$ cat src/rtl/controle_poli.sv
// rtl/controle_poli.sv - Moore controller sequencing the A*X*X+B*X+C / A*X+B evaluation datapath
// Outputs decode only from state_q and mode_q; unused encodings fall back to IDLE.
module controle_poli (
  input  logic       ck,
  input  logic       rst,
  input  logic       start,
  input  logic       lin,
  output logic       lx,
  output logic [1:0] m0,
  output logic [1:0] m1,
  output logic [1:0] m2,
  output logic       h,
  output logic       ls,
  output logic       lh,
  output logic       done,
  output logic       busy
);

  typedef enum logic [2:0] {
    S_IDLE   = 3'd0,
    S_LOAD   = 3'd1,
    S_MUL_AX = 3'd2,
    S_ADD_B  = 3'd3,
    S_MUL_HX = 3'd4,
    S_ADD_C  = 3'd5,
    S_FIM    = 3'd6
  } state_e;

  state_e state_q, state_d;
  logic   mode_q, mode_d;

  always_ff @(posedge ck or negedge rst) begin
    if (!rst) begin
      state_q <= S_IDLE;
      mode_q  <= 1'b0;
    end else begin
      state_q <= state_d;
      mode_q  <= mode_d;
    end
  end

  // mode_q is only rewritten on acceptance in IDLE, so start while busy cannot disturb it
  always_comb begin
    state_d = S_IDLE;
    mode_d  = mode_q;
    case (state_q)
      S_IDLE: begin
        if (start) begin
          state_d = S_LOAD;
          mode_d  = lin;
        end else begin
          state_d = S_IDLE;
        end
      end
      S_LOAD:   state_d = S_MUL_AX;
      S_MUL_AX: state_d = S_ADD_B;
      S_ADD_B:  state_d = mode_q ? S_FIM : S_MUL_HX;
      S_MUL_HX: state_d = S_ADD_C;
      S_ADD_C:  state_d = S_FIM;
      S_FIM:    state_d = S_IDLE;
      default:  state_d = S_IDLE;
    endcase
  end

  always_comb begin
    lx   = 1'b0;
    m0   = 2'b00;
    m1   = 2'b00;
    m2   = 2'b00;
    h    = 1'b0;
    ls   = 1'b0;
    lh   = 1'b0;
    done = 1'b0;
    busy = 1'b0;
    case (state_q)
      S_IDLE: ;
      S_LOAD: begin
        lx   = 1'b1;
        busy = 1'b1;
      end
      S_MUL_AX: begin
        m0   = 2'b01;
        h    = 1'b1;
        lh   = 1'b1;
        busy = 1'b1;
      end
      S_ADD_B: begin
        m1   = 2'b11;
        m2   = 2'b01;
        m0   = 2'b10;
        ls   = mode_q;
        lh   = ~mode_q;
        busy = 1'b1;
      end
      S_MUL_HX: begin
        m1   = 2'b11;
        h    = 1'b1;
        lh   = 1'b1;
        busy = 1'b1;
      end
      S_ADD_C: begin
        m1   = 2'b11;
        m2   = 2'b01;
        m0   = 2'b11;
        ls   = 1'b1;
        busy = 1'b1;
      end
      S_FIM: begin
        done = 1'b1;
        busy = 1'b1;
      end
      default: ;
    endcase
  end

endmodule

$ cat config.mk
export PLATFORM = sky130hd
export DESIGN_NAME = controle_poli
export DESIGN_NICKNAME = d
export VERILOG_FILES = /design/src/rtl/controle_poli.sv
export SDC_FILE = /design/constraint.sdc
export NUM_CORES = 1
export LEC_CHECK = 0
export BUFFER_PORTS_ARGS = -buffer_cell sky130_fd_sc_hd__buf_2
export CAP_MARGIN = 40
export CELL_PAD_IN_SITES_DETAIL_PLACEMENT = 2
export CELL_PAD_IN_SITES_GLOBAL_PLACEMENT = 2
export CORE_MARGIN = 5
export CORE_UTILIZATION = 22
export DETAILED_ROUTE_END_ITERATION = 7
export HOLD_SLACK_MARGIN = 0.03
export PLACE_DENSITY = 0.76
export SETUP_SLACK_MARGIN = 0.1
export SKIP_LAST_GASP = 1
export SLEW_MARGIN = 20
export SYNTH_ARGS = -nofsm -noshare
export SYNTH_HDL_FRONTEND = slang
export SYNTH_SLANG_ARGS = --single-unit
$ cat constraint.sdc
create_clock -name ck -period 1.3 [get_ports ck]
set_input_delay 0.065 -clock ck [delete_from_list [all_inputs] [get_ports ck]]
set_output_delay 0.065 -clock ck [all_outputs]
set_load 0.02 [all_outputs]
-- Word level (Yosys, flattened, before mapping)
Cells that the tools add are included.
- equality and inequality tests: 6
- muxes and demuxes: 12
- bitwise operators: 1
- reductions and logical operators: 6
- operator list (operator ; count):
    $pmux W3 S6 ; 1
    $eq A3 B3 Y1 const B ; 3
    $eq A3 B2 Y1 const B ; 2
    $mux W1 ; 6
    $pmux W2 S3 ; 1
    $reduce_or A6 Y1 ; 1
    $mux W2 ; 2
    $pmux W1 S2 ; 2
    $reduce_or A2 Y1 ; 2
    $eq A3 B1 Y1 const B ; 1
    $logic_not A3 Y1 ; 1
    $reduce_or A3 Y1 ; 1
    $reduce_and A2 Y1 ; 1
    $not A1 Y1 ; 1
- output and inout bits: 12
- bits of input ports: 4
- word-level logic and storage cells: 27
- register bits: 4

-- Depth between registers and ports, before layout
Gate-level depths: netlist (run 1).
- depth in word-level cells: 3
- mapped depth: 5
- depth with buffers taken out: 3

-- Least setup slack after synthesis (run 1)
OpenSTA, ideal clock, no wires.
- path kind: register to output
- start: reg state_q[2]
- end: out m2[0]
- data arrival time: 1286 ps
- path buffers: 2
- setup slack: -51 ps
- required time: 1235 ps
- stages on the path, launching flop included: 5
- cells stage by stage: dfrtp_1 > buf_6 > nand2b_1 > a21boi_1 > buf_4
- word-level cells in the longest chain between the ends: 3
- elaborated cells on any way between the ends: 4
- classes of those cells: 2 x eq/ne; 1 x mux; 1 x reduce/logical
- RTL lines (item ; line ; RTL):
    from (decl) ; 29 ; state_e state_q, state_d;
    from (signal assigned) ; 37 ; state_q <= state_d;
    $eq A3 B3 Y1 / $eq A3 B2 Y1 (equally long branches) ; 75 ; case (state_q)
    $reduce_or A2 Y1 (no source line) (*) ; - ;
    $mux W1 (*) ; 75 ;
    to (decl) ; 11 ; output logic [1:0] m2,
Mark *: on every way between the ends. The rest lies on a longest branch, timed or not.

-- Worst setup path in the final report (run 1)
- start: reg state_q[2]
- end: out h
- word-level cells in the longest chain between the ends: 3
- elaborated cells on any way between the ends: 4
- classes of those cells: 2 x eq/ne; 1 x mux; 1 x reduce/logical
- RTL lines (item ; line ; RTL):
    $eq A3 B3 Y1 / $eq A3 B2 Y1 (equally long branches) ; 75 ;
    $reduce_or A2 Y1 (no source line) (*) ; - ;
    $mux W1 (*) ; 75 ;
    to (decl) ; 12 ; output logic h,
Marks and branches as above.

==> results of run 1 <==
cells by family (layout without fill, tap and decap cells):
| logic type | Yosys count | in the layout | share of synthesized area (%) |
|---|---|---|---|
| other | 1 | 1 | 1.13 |
| DFF | 4 | 4 | 30.2 |
| buffers and inverters | 7 | 31 | 15.1 |
| muxes | 1 | 1 | 3.02 |
| and+or+nand+nor | 21 | 21 | 37.7 |
| AOI/OAI and AO/OA | 7 | 7 | 12.8 |
cell usage in the layout (no fill, tap or decap), types with 2 or more instances in the layout:
master    count
buf_4        11
buf_6        10
nand2_1       6
clkbuf_4      3
buf_2         3
nand2b_4      2
a21oi_1       2
nor2_4        2
nand2_2       2
dfrtp_1       2
dfrtp_2       2
report_power, final:
part           total [uW]  internal [uW]  switching (uW)  leakage [uW]
clock                 160            104            55.9     0.0000138
sequential            257            193            63.9     0.0000461
combinational        1720            852             864      0.000258
total                2130           1150             984      0.000318
how the worst max path moves through the flow:
stage               start      to  slack, ns  cells after the start
2_1_floorplan  state_q[1]   m1[1]       0.11                      5
3_3_place_gp   state_q[2]  mode_q       0.17                      3
3_5_place_dp   state_q[2]  mode_q       0.14                      3
4_1_cts        state_q[2]    busy      0.002                      4
5_1_grt        state_q[2]       h      -0.11                      4
6_report       state_q[2]       h      -0.05                      4
Yosys cell counts, types with 2 or more instances:
cell / instances
a21boi_1: 2
a21oi_1: 2
buf_4: 4
dfrtp_1: 4
nand2_1: 9
nand2b_1: 2
nor2_1: 3
nor3_1: 2
worst max-delay path, stage by stage, from the launching register on:
cell	delay, ns
dfrtp_2	0.41
buf_4	0.15
nand2b_4	0.16
a21oi_1	0.15
buf_4	0.17
routing by layer:
metal  share of wire [%]  GRT usage, %  vias to the layer above
li1                    -             -                      180
met1                  39          10.1                      187
met2                  56          15.0                       12
met3                 4.8          6.12                        0
met4                   0          1.35                        0
met5                   0             0                        -
state kept, by name, summed over array words and instances, names as in the netlist:
name     count
mode_q       1
state_q      3
cell type report:
cell class,count,area [um2]
inverters,1,3.75
clock buffers,3,22.5
well taps,16,20.0
multi-input cells,30,244
repair buffers,27,245
fillers,162,833
flip-flops and latches,4,103
through the flow:
| stage | cells | instance area, um2 | setup TNS [ns] | worst slack (ns) |
|---|---|---|---|---|
| final | 81 | 638 | -0.0920 | -0.0468 |
| after global routing | 81 | 638 | -0.605 | -0.106 |
| after CTS | 73 | 497 | 0 | 0.00159 |
| after detailed placement | 68 | 409 | 0 | 0.142 |
| after global placement | 68 | 409 | 0 | 0.172 |
| after floorplan | 41 | 343 | 0 | 0.114 |
repair_timing:
| action | in CTS | in global routing |
|---|---|---|
| pin swaps | 3 | 6 |
| buffers inserted | 1 | 8 |
| endpoints found under the hold margin | 4 | 0 |
| setup endpoints to repair | 11 | 11 |
| hold buffers | 1 | 0 |
| resized for setup | 18 | 19 |
==> results.py, run 1 <==
metrics = {
    "run_status": {
        "status": "finished, violations left",
        "violations": "negative setup slack",
    },
    "yosys": {
        "async_reset_ff_share_pct": 100,
        "synth_sequential_area_ratio_pct": 30.2,
        "synth_edf_count": 0,
        "synth_area_um2": 332,
        "yosysTopAreaCell": "dfrtp_1",
        "ys_ff_latch": 4,
        "syn-num-nets": 45,
        "syn_avg_cell_area_um2": 8.09,
        "ys.warnings.count": 0,
        "ys_types": 21,
        "syn_inst": 41,
        "ys.flop_type": "dfrtp_1",
        "synth.area.top_cells": "dfrtp_1, nand2_1, buf_4",
        "yosysTopAreaCellShare_pct": 30.2,
    },
    "cts": {
        "cts_tree": "built",
        "h-tree-depth": 1,
        "cts.clk_slew.worst_paths_ns": 0.04,
        "numCtsBuffers": 3,
        "clk_latency_ns": 0.24,
        "clkSinkCount": 4,
        "clock_path_buffers": 2,
        "root_buffer": "clkbuf_4",
    },
    "power": {
        "p_per_area_nw_per_um2": 3340,
        "fin_total_pwr_uw": 2130,
        "p_leak_uw": 0.000318,
        "irDropWorstVdd_mv": 1.37,
    },
    "floorplanning": {
        "coreArea_um2": 1470,
        "die_h_um": 48.8,
        "io_pins": 16,
        "die_w_um": 48.8,
        "rows": 14,
        "start_util_pct": 22.5,
        "die-area_um2": 2380,
    },
    "timing": {
        "hold_slack_ns": 0.0320,
        "setup_ws_ns": -0.0468,
        "period_share_pct": 104,
        "hold_viol": 0,
        "final_max_slew_viol_count": 0,
        "setup_viol": 4,
        "rsz0062_at_grt": "yes",
        "fin_crit_ns": 1.35,
        "clock_skew_ns": 0.00725,
        "clock.fmax_ghz": 0.742,
    },
    "finish": {
        "layout.nets": 71,
        "drive_gt1_share_pct": 66.2,
        "utilization_pct": 43.4,
        "layout-area-overhead-vs-synth_pct": 92.5,
        "diodes": 0,
    },
    "critical_path": {
        "r2r_start": "state_q[2]",
        "cp-start-kind": "register",
        "reg2reg_depth": 4,
        "arrival_ns": 1.28,
        "cp-end-kind": "primary output",
        "critPathRequiredTime_ns": 1.24,
        "worstSetupPathType": "reg -> out",
        "r2r_slack_ns": 0.12,
        "critPathMaxFanout": 4,
        "reg2reg_to": "mode_q",
    },
    "detailed_routing": {
        "drc": 0,
        "drtIter0Drc": 3,
        "vias": 379,
        "drtAntennaViolNets": 0,
        "firstDrtPassIters": 4,
        "routed_wirelength_um": 1270,
        "viasPerCell": 4.68,
        "wl_per_cell_um": 15.7,
    },
    "worst_hold_path": {
        "hold_end": "mode_q",
        "whs_path_depth": 3,
        "holdCritPathClass": "in -> reg",
        "hold_start": "lin",
    },
    "run": {
        "drv_cap": 0,
    },
    "global_route": {
        "overflow": 0,
        "grtUsageTotal_pct": 9.19,
        "grt_first_pass_wirelength_um": 1660,
        "grt_pass1_vias": 347,
        "antenna_found_initial": 0,
        "grt_max_degree": 15,
    },
    "placement": {
        "port_buffers": 14,
        "place.gp.congestion": 0.673,
    },
}
No activity file was read; power rests on OpenSTA's default activity.
==> inputs of run 2 (changes only) <==
==> constraint.sdc (replaced) <==
create_clock -name ck -period 1.3 [get_ports ck]
set_input_delay 0.13 -clock ck [delete_from_list [all_inputs] [get_ports ck]]
set_output_delay 0.13 -clock ck [all_outputs]
set_load 0.02 [all_outputs]
==> run 2 against run 1 <==
Compared with the run above:
- sequential cell count stayed put
- register-to-register slack worse by 0.03 ns
- the run still ends with negative setup slack left
- largest power group unchanged
- clock skew is 0.0063 ns lower
- wire length is 19% lower
- combinational power is 16% lower
- highest routed layer is now met4
- non-clock buffer count is 4 lower
- sequential share of layout area is 1.6 points higher
==> results.py, run 2 (synthesis gave the netlist of run 1 again) <==
metrics = {
    "run_status": {
        "status": "finished, violations left",
        "violations": "negative setup slack",
    },
    "detailed_routing": {
        "drtIter0Drc": 3,
        "routed_wirelength_um": 1030,
        "wl_per_cell_um": 13.4,
        "viasPerCell": 4.57,
        "drc": 0,
        "firstDrtPassIters": 2,
        "vias": 352,
        "drtAntennaViolNets": 0,
    },
    "global_route": {
        "overflow": 0,
        "grt_pass1_vias": 345,
        "grt_max_degree": 14,
        "grtUsageTotal_pct": 8.81,
        "grt_first_pass_wirelength_um": 1590,
        "antenna_found_initial": 0,
    },
    "finish": {
        "seq_area_um2": 103,
        "mostFrequentLayoutCell": "buf_4",
        "layout-area-overhead-vs-synth_pct": 75.5,
        "max_flop_register": "state_q",
        "nFillCells": 169,
        "multiInputGateArea_um2": 231,
        "largest_registers": "state_q (3), mode_q (1)",
        "diodes": 0,
        "layout.nets": 67,
        "largest_reg_flops": 3,
        "final_cell_mix": "buf_4, buf_6, nand2_1, clkbuf_4, buf_2",
        "drive_gt1_share_pct": 63.9,
    },
    "floorplanning": {
        "rows": 14,
        "die_w_um": 48.8,
        "start_util_pct": 22.5,
        "die-area_um2": 2380,
        "coreArea_um2": 1470,
        "die_h_um": 48.8,
        "io_pins": 16,
    },
    "critical_path": {
        "worstSetupPathType": "reg -> out",
        "cp-end-kind": "primary output",
        "cp-start-kind": "register",
        "max_stage_delay_ns": 0.42,
        "critPathRequiredTime_ns": 1.17,
        "arrival_ns": 1.23,
        "critPathMaxFanout": 4,
        "timing.critical_path.cells": "and2b_1 > nand2_1 > a21boi_2 > buf_6",
        "cp_slowest_cell": "dfrtp_1",
    },
    "timing": {
        "setup_ws_ns": -0.0555,
        "period_share_pct": 104,
        "clock.fmax_ghz": 0.738,
        "hold_viol": 0,
        "clock_skew_ns": 0.000916,
        "final_max_slew_viol_count": 0,
        "fin_crit_ns": 1.36,
        "setup_viol": 8,
        "hold_slack_ns": 0.130,
        "rsz0062_at_grt": "yes",
    },
    "power": {
        "p_leak_uw": 0.000282,
        "p_per_area_nw_per_um2": 3270,
        "fin_total_pwr_uw": 1900,
        "irDropWorstVdd_mv": 0.833,
    },
    "placement": {
        "place.gp.congestion": 0.629,
        "port_buffers": 14,
        "hpwlAfterDp_um": 677,
    },
    "cts": {
        "clock_path_buffers": 2,
        "h-tree-depth": 1,
        "cts.clk_slew.worst_paths_ns": 0.04,
        "root_buffer": "clkbuf_4",
        "clkSinkCount": 4,
        "clk_latency_ns": 0.23,
        "numCtsBuffers": 3,
        "cts_tree": "built",
    },
    "run": {
        "drv_cap": 0,
    },
    "worst_hold_path": {
        "holdCritPathClass": "in -> reg",
    },
}
run 2: repair_timing:
| item | 4_1_cts | 5_1_grt |
|---|---|---|
| hold buffers | 1 | 0 |
| resized for setup | 21 | 12 |
| hold endpoints to repair | 4 | 0 |
| setup buffers | 4 | 2 |
| endpoints found under the setup margin | 11 | 12 |
| pin swaps | 5 | 3 |
run 2: where the power goes:
part / switching, uW / internal [uW] / leakage (uW)
sequential: 119 / 193 / 0.0000465
combinational: 719 / 725 / 0.000222
clock: 44.9 / 103 / 0.0000138
run 2: critical path, delay by kind of cell (launching register included):
kind,cells,cell delay (ns)
AOI/OAI and AO/OA,1,0.14
buffers and inverters,1,0.13
DFF,1,0.42
and+or+nand+nor,2,0.31
run 2: final timing paths:
kind                            startpoint          to  cells past startpoint  slack [ns]
worst max-delay path            state_q[2]          ls                      4       -0.06
worst min-delay path                   lin      mode_q                      3        0.13
worst max register to register  state_q[0]      mode_q                      4        0.09
worst min register to register      mode_q      mode_q                      2        0.61
max in group asynchronous              rst  state_q[0]                      2        0.93
min in group asynchronous              rst  state_q[2]                      2        0.24
run 2: area by class of cell:
| type | count | share of cell area, % |
|---|---|---|
| multi-input combinational | 30 | 39.8 |
| tap | 16 | 3.44 |
| clock buffer | 3 | 3.87 |
| timing repair buffer | 23 | 34.6 |
| inverter | 1 | 0.645 |
| sequential | 4 | 17.6 |
run 2: through the flow:
step / TNS (ns) / util (%) / instances / cell area [um2] / setup slack (ns)
global route: -1.00 / 39.5 / 77 / 582 / -0.144
CTS: -0.0563 / 36.2 / 75 / 533 / -0.0176
detailed placement: 0 / 27.5 / 67 / 404 / 0.113
floorplan: 0 / - / 41 / 345 / 0.0615
global placement: 0 / 27.5 / 67 / 404 / 0.140
finish: -0.301 / 39.5 / 77 / 582 / -0.0555
run 2: metal layers:
metal  vias to the layer above  global-route usage, %  share of wire [%]
met5                         -                      0                  0
met4                         0                   8.07                1.7
met3                         2                   2.75                4.9
met2                        10                   13.9                 54
met1                       168                   9.11                 39
li1                        172                      -                  -
==> inputs of run 3 (changes only) <==
--- a/config.mk
+++ b/config.mk
@@ -10,10 +10,11 @@
 export CELL_PAD_IN_SITES_DETAIL_PLACEMENT = 2
 export CELL_PAD_IN_SITES_GLOBAL_PLACEMENT = 2
 export CORE_MARGIN = 5
-export CORE_UTILIZATION = 22
+export CORE_UTILIZATION = 24
+export CTS_BUF_LIST = sky130_fd_sc_hd__clkbuf_8
 export DETAILED_ROUTE_END_ITERATION = 7
 export HOLD_SLACK_MARGIN = 0.03
-export PLACE_DENSITY = 0.76
+export PLACE_DENSITY = 0.82
 export SETUP_SLACK_MARGIN = 0.1
 export SKIP_LAST_GASP = 1
 export SLEW_MARGIN = 20
==> run 3 against run 2 <==
Compared with the run above:
- the flow still finishes with violations (negative setup slack)
- via count grew 1.1%
- critical path depth is the same
- clock power grew 76%
- worst hold slack lost 0.0073 ns
- largest power group unchanged
- largest cell class unchanged
- highest routed layer unchanged
- core utilization grew 5.2 points
==> results.py, run 3 (synthesis gave the netlist of run 1 again) <==
metrics = {
    "timing": {
        "fin_crit_ns": 1.33,
        "setup_viol": 4,
        "final_max_slew_viol_count": 0,
        "hold_viol": 0,
        "clock.fmax_ghz": 0.751,
        "period_share_pct": 102,
        "finalSetupTns_ns": -0.0964,
        "rsz0062_at_grt": "yes",
        "clock_skew_ns": 0.000933,
        "setup_ws_ns": -0.0308,
    },
    "power": {
        "irDropWorstVdd_mv": 1.23,
        "combinationalPowerShare_pct": 70.8,
        "switching_power_uw": 887,
        "pwr-share-clk_pct": 13.3,
        "fin_total_pwr_uw": 1970,
        "seqPwrFrac_pct": 16.0,
        "swShare_pct": 45.0,
        "p_leak_uw": 0.000296,
        "power.internal_uw": 1080,
        "p_per_area_nw_per_um2": 3390,
    },
    "run_status": {
        "violations": "negative setup slack",
        "status": "finished, violations left",
    },
    "finish": {
        "drive_gt1_share_pct": 60.3,
        "max_flop_register": "state_q",
        "largest_reg_flops": 3,
        "instances_no_fill": 78,
        "diodes": 0,
        "mostFrequentLayoutCell": "buf_4",
        "layout.nets": 69,
        "layout-area-overhead-vs-synth_pct": 75.5,
        "largest_registers": "state_q (3), mode_q (1)",
        "utilization_pct": 44.7,
        "nFillCells": 145,
        "final_cell_mix": "buf_4, nand2_1, buf_2",
    },
    "critical_path": {
        "crit_start": "state_q[2]",
        "arrival_ns": 1.20,
        "timing.critical_path.cells": "and2b_1 > nand2_1 > a21boi_1 > buf_4",
        "critPathRequiredTime_ns": 1.17,
        "worstSetupPathType": "reg -> out",
        "crit_buf_inv": 1,
        "r2r_start": "state_q[0]",
        "max_stage_delay_ns": 0.42,
        "cp-start-kind": "register",
        "cp_slowest_cell": "dfrtp_2",
        "critPathMaxFanout": 5,
        "path_delay_family": "flip-flops",
        "cp-end-kind": "primary output",
    },
    "placement": {
        "hpwlAfterDp_um": 712,
        "place.gp.congestion": 0.670,
        "dp_cells": 67,
        "port_buffers": 14,
    },
    "run": {
        "drv_cap": 0,
    },
    "detailed_routing": {
        "firstDrtPassIters": 1,
        "viasPerCell": 4.56,
        "wl_per_cell_um": 14.0,
        "vias": 356,
        "drtAntennaViolNets": 0,
        "routed_wirelength_um": 1090,
        "drtIter0Drc": 0,
        "drc": 0,
    },
    "global_route": {
        "overflow": 0,
        "grt_pass1_vias": 423,
        "antenna_found_initial": 0,
        "grt_first_pass_wirelength_um": 1880,
        "grt_max_degree": 14,
        "grtUsageTotal_pct": 13.1,
    },
    "cts": {
        "root_buffer": "clkbuf_8",
        "clock_path_buffers": 2,
        "numCtsBuffers": 3,
        "cts_tree": "built",
        "clkSinkCount": 4,
        "cts.clk_slew.worst_paths_ns": 0.03,
        "h-tree-depth": 1,
        "clk_latency_ns": 0.22,
    },
    "floorplanning": {
        "io_pins": 16,
        "rows": 13,
        "die_w_um": 47.2,
        "die-area_um2": 2230,
        "die_h_um": 47.2,
        "start_util_pct": 25.5,
        "coreArea_um2": 1300,
    },
    "worst_hold_path": {
        "hold_start": "lin",
        "holdCritPathClass": "in -> reg",
    },
}
## run 3: cell types whose count changed in the layout (fill, tap and decap cells not counted), sizes merged
| cell | delta |
|---|---|
| buf | +2 |
## run 3: per-stage QoR
step | hold WS [ns] | worst slack, ns | area [um2]
2_1_floorplan | -0.166 | 0.0615 | 345
3_3_place_gp | -0.0651 | 0.106 | 410
3_5_place_dp | -0.0605 | 0.0787 | 410
4_1_cts | 0.121 | -0.0205 | 574
5_1_grt | 0.156 | -0.0941 | 582
6_report | 0.123 | -0.0308 | 582
## run 3: area by class of cell
cell class,count,area [um2],area share (%)
clock buffer,3,41.3,7.10
inverter,1,3.75,0.645
multi-input combinational,30,223,38.3
sequential,4,104,17.8
tap,15,18.8,3.23
timing repair buffer,25,191,32.9
## run 3: worst paths after layout
check / end / slack (ns) / cells after the start
setup / recovery: ls / -0.03 / 4
hold / removal: mode_q / 0.12 / 3
setup reg to reg: mode_q / 0.11 / 3
hold reg to reg: mode_q / 0.60 / 2
max in group asynchronous: state_q[2] / 0.92 / 2
min in group asynchronous: state_q[0] / 0.25 / 2
## run 3: what timing repair did
action / 4_1_cts / 5_1_grt
setup buffers: 7 / 0
gates resized for setup: 20 / 2
hold endpoints to repair: 4 / 0
hold buffers: 1 / 0
setup endpoints to repair: 11 / 12
pin swaps: 3 / 1
## run 3: power by group through the flow
stage               clock network, uW  logic (uW)  registers (uW)
global route                      283        1510             339
detailed placement                  0         993             306
finish                            261        1390             315
global placement                    0         961             300
floorplan                           0         820             235
CTS                               266        1370             307
## run 3: routing by layer
metal	GRT usage, %	part of all wire, %	vias to the layer above
met3	5.75	6.7	2
met4	6.63	1.2	0
met2	23.6	53	14
met5	0	0	-
met1	12.5	39	166
li1	-	-	174
## run 3: worst reg2reg max path, cell delays in order, from the launching register on
cell and delay, ns:
dfrtp_2 0.49, buf_4 0.18, nor4b_4 0.28, o21ai_0 0.11
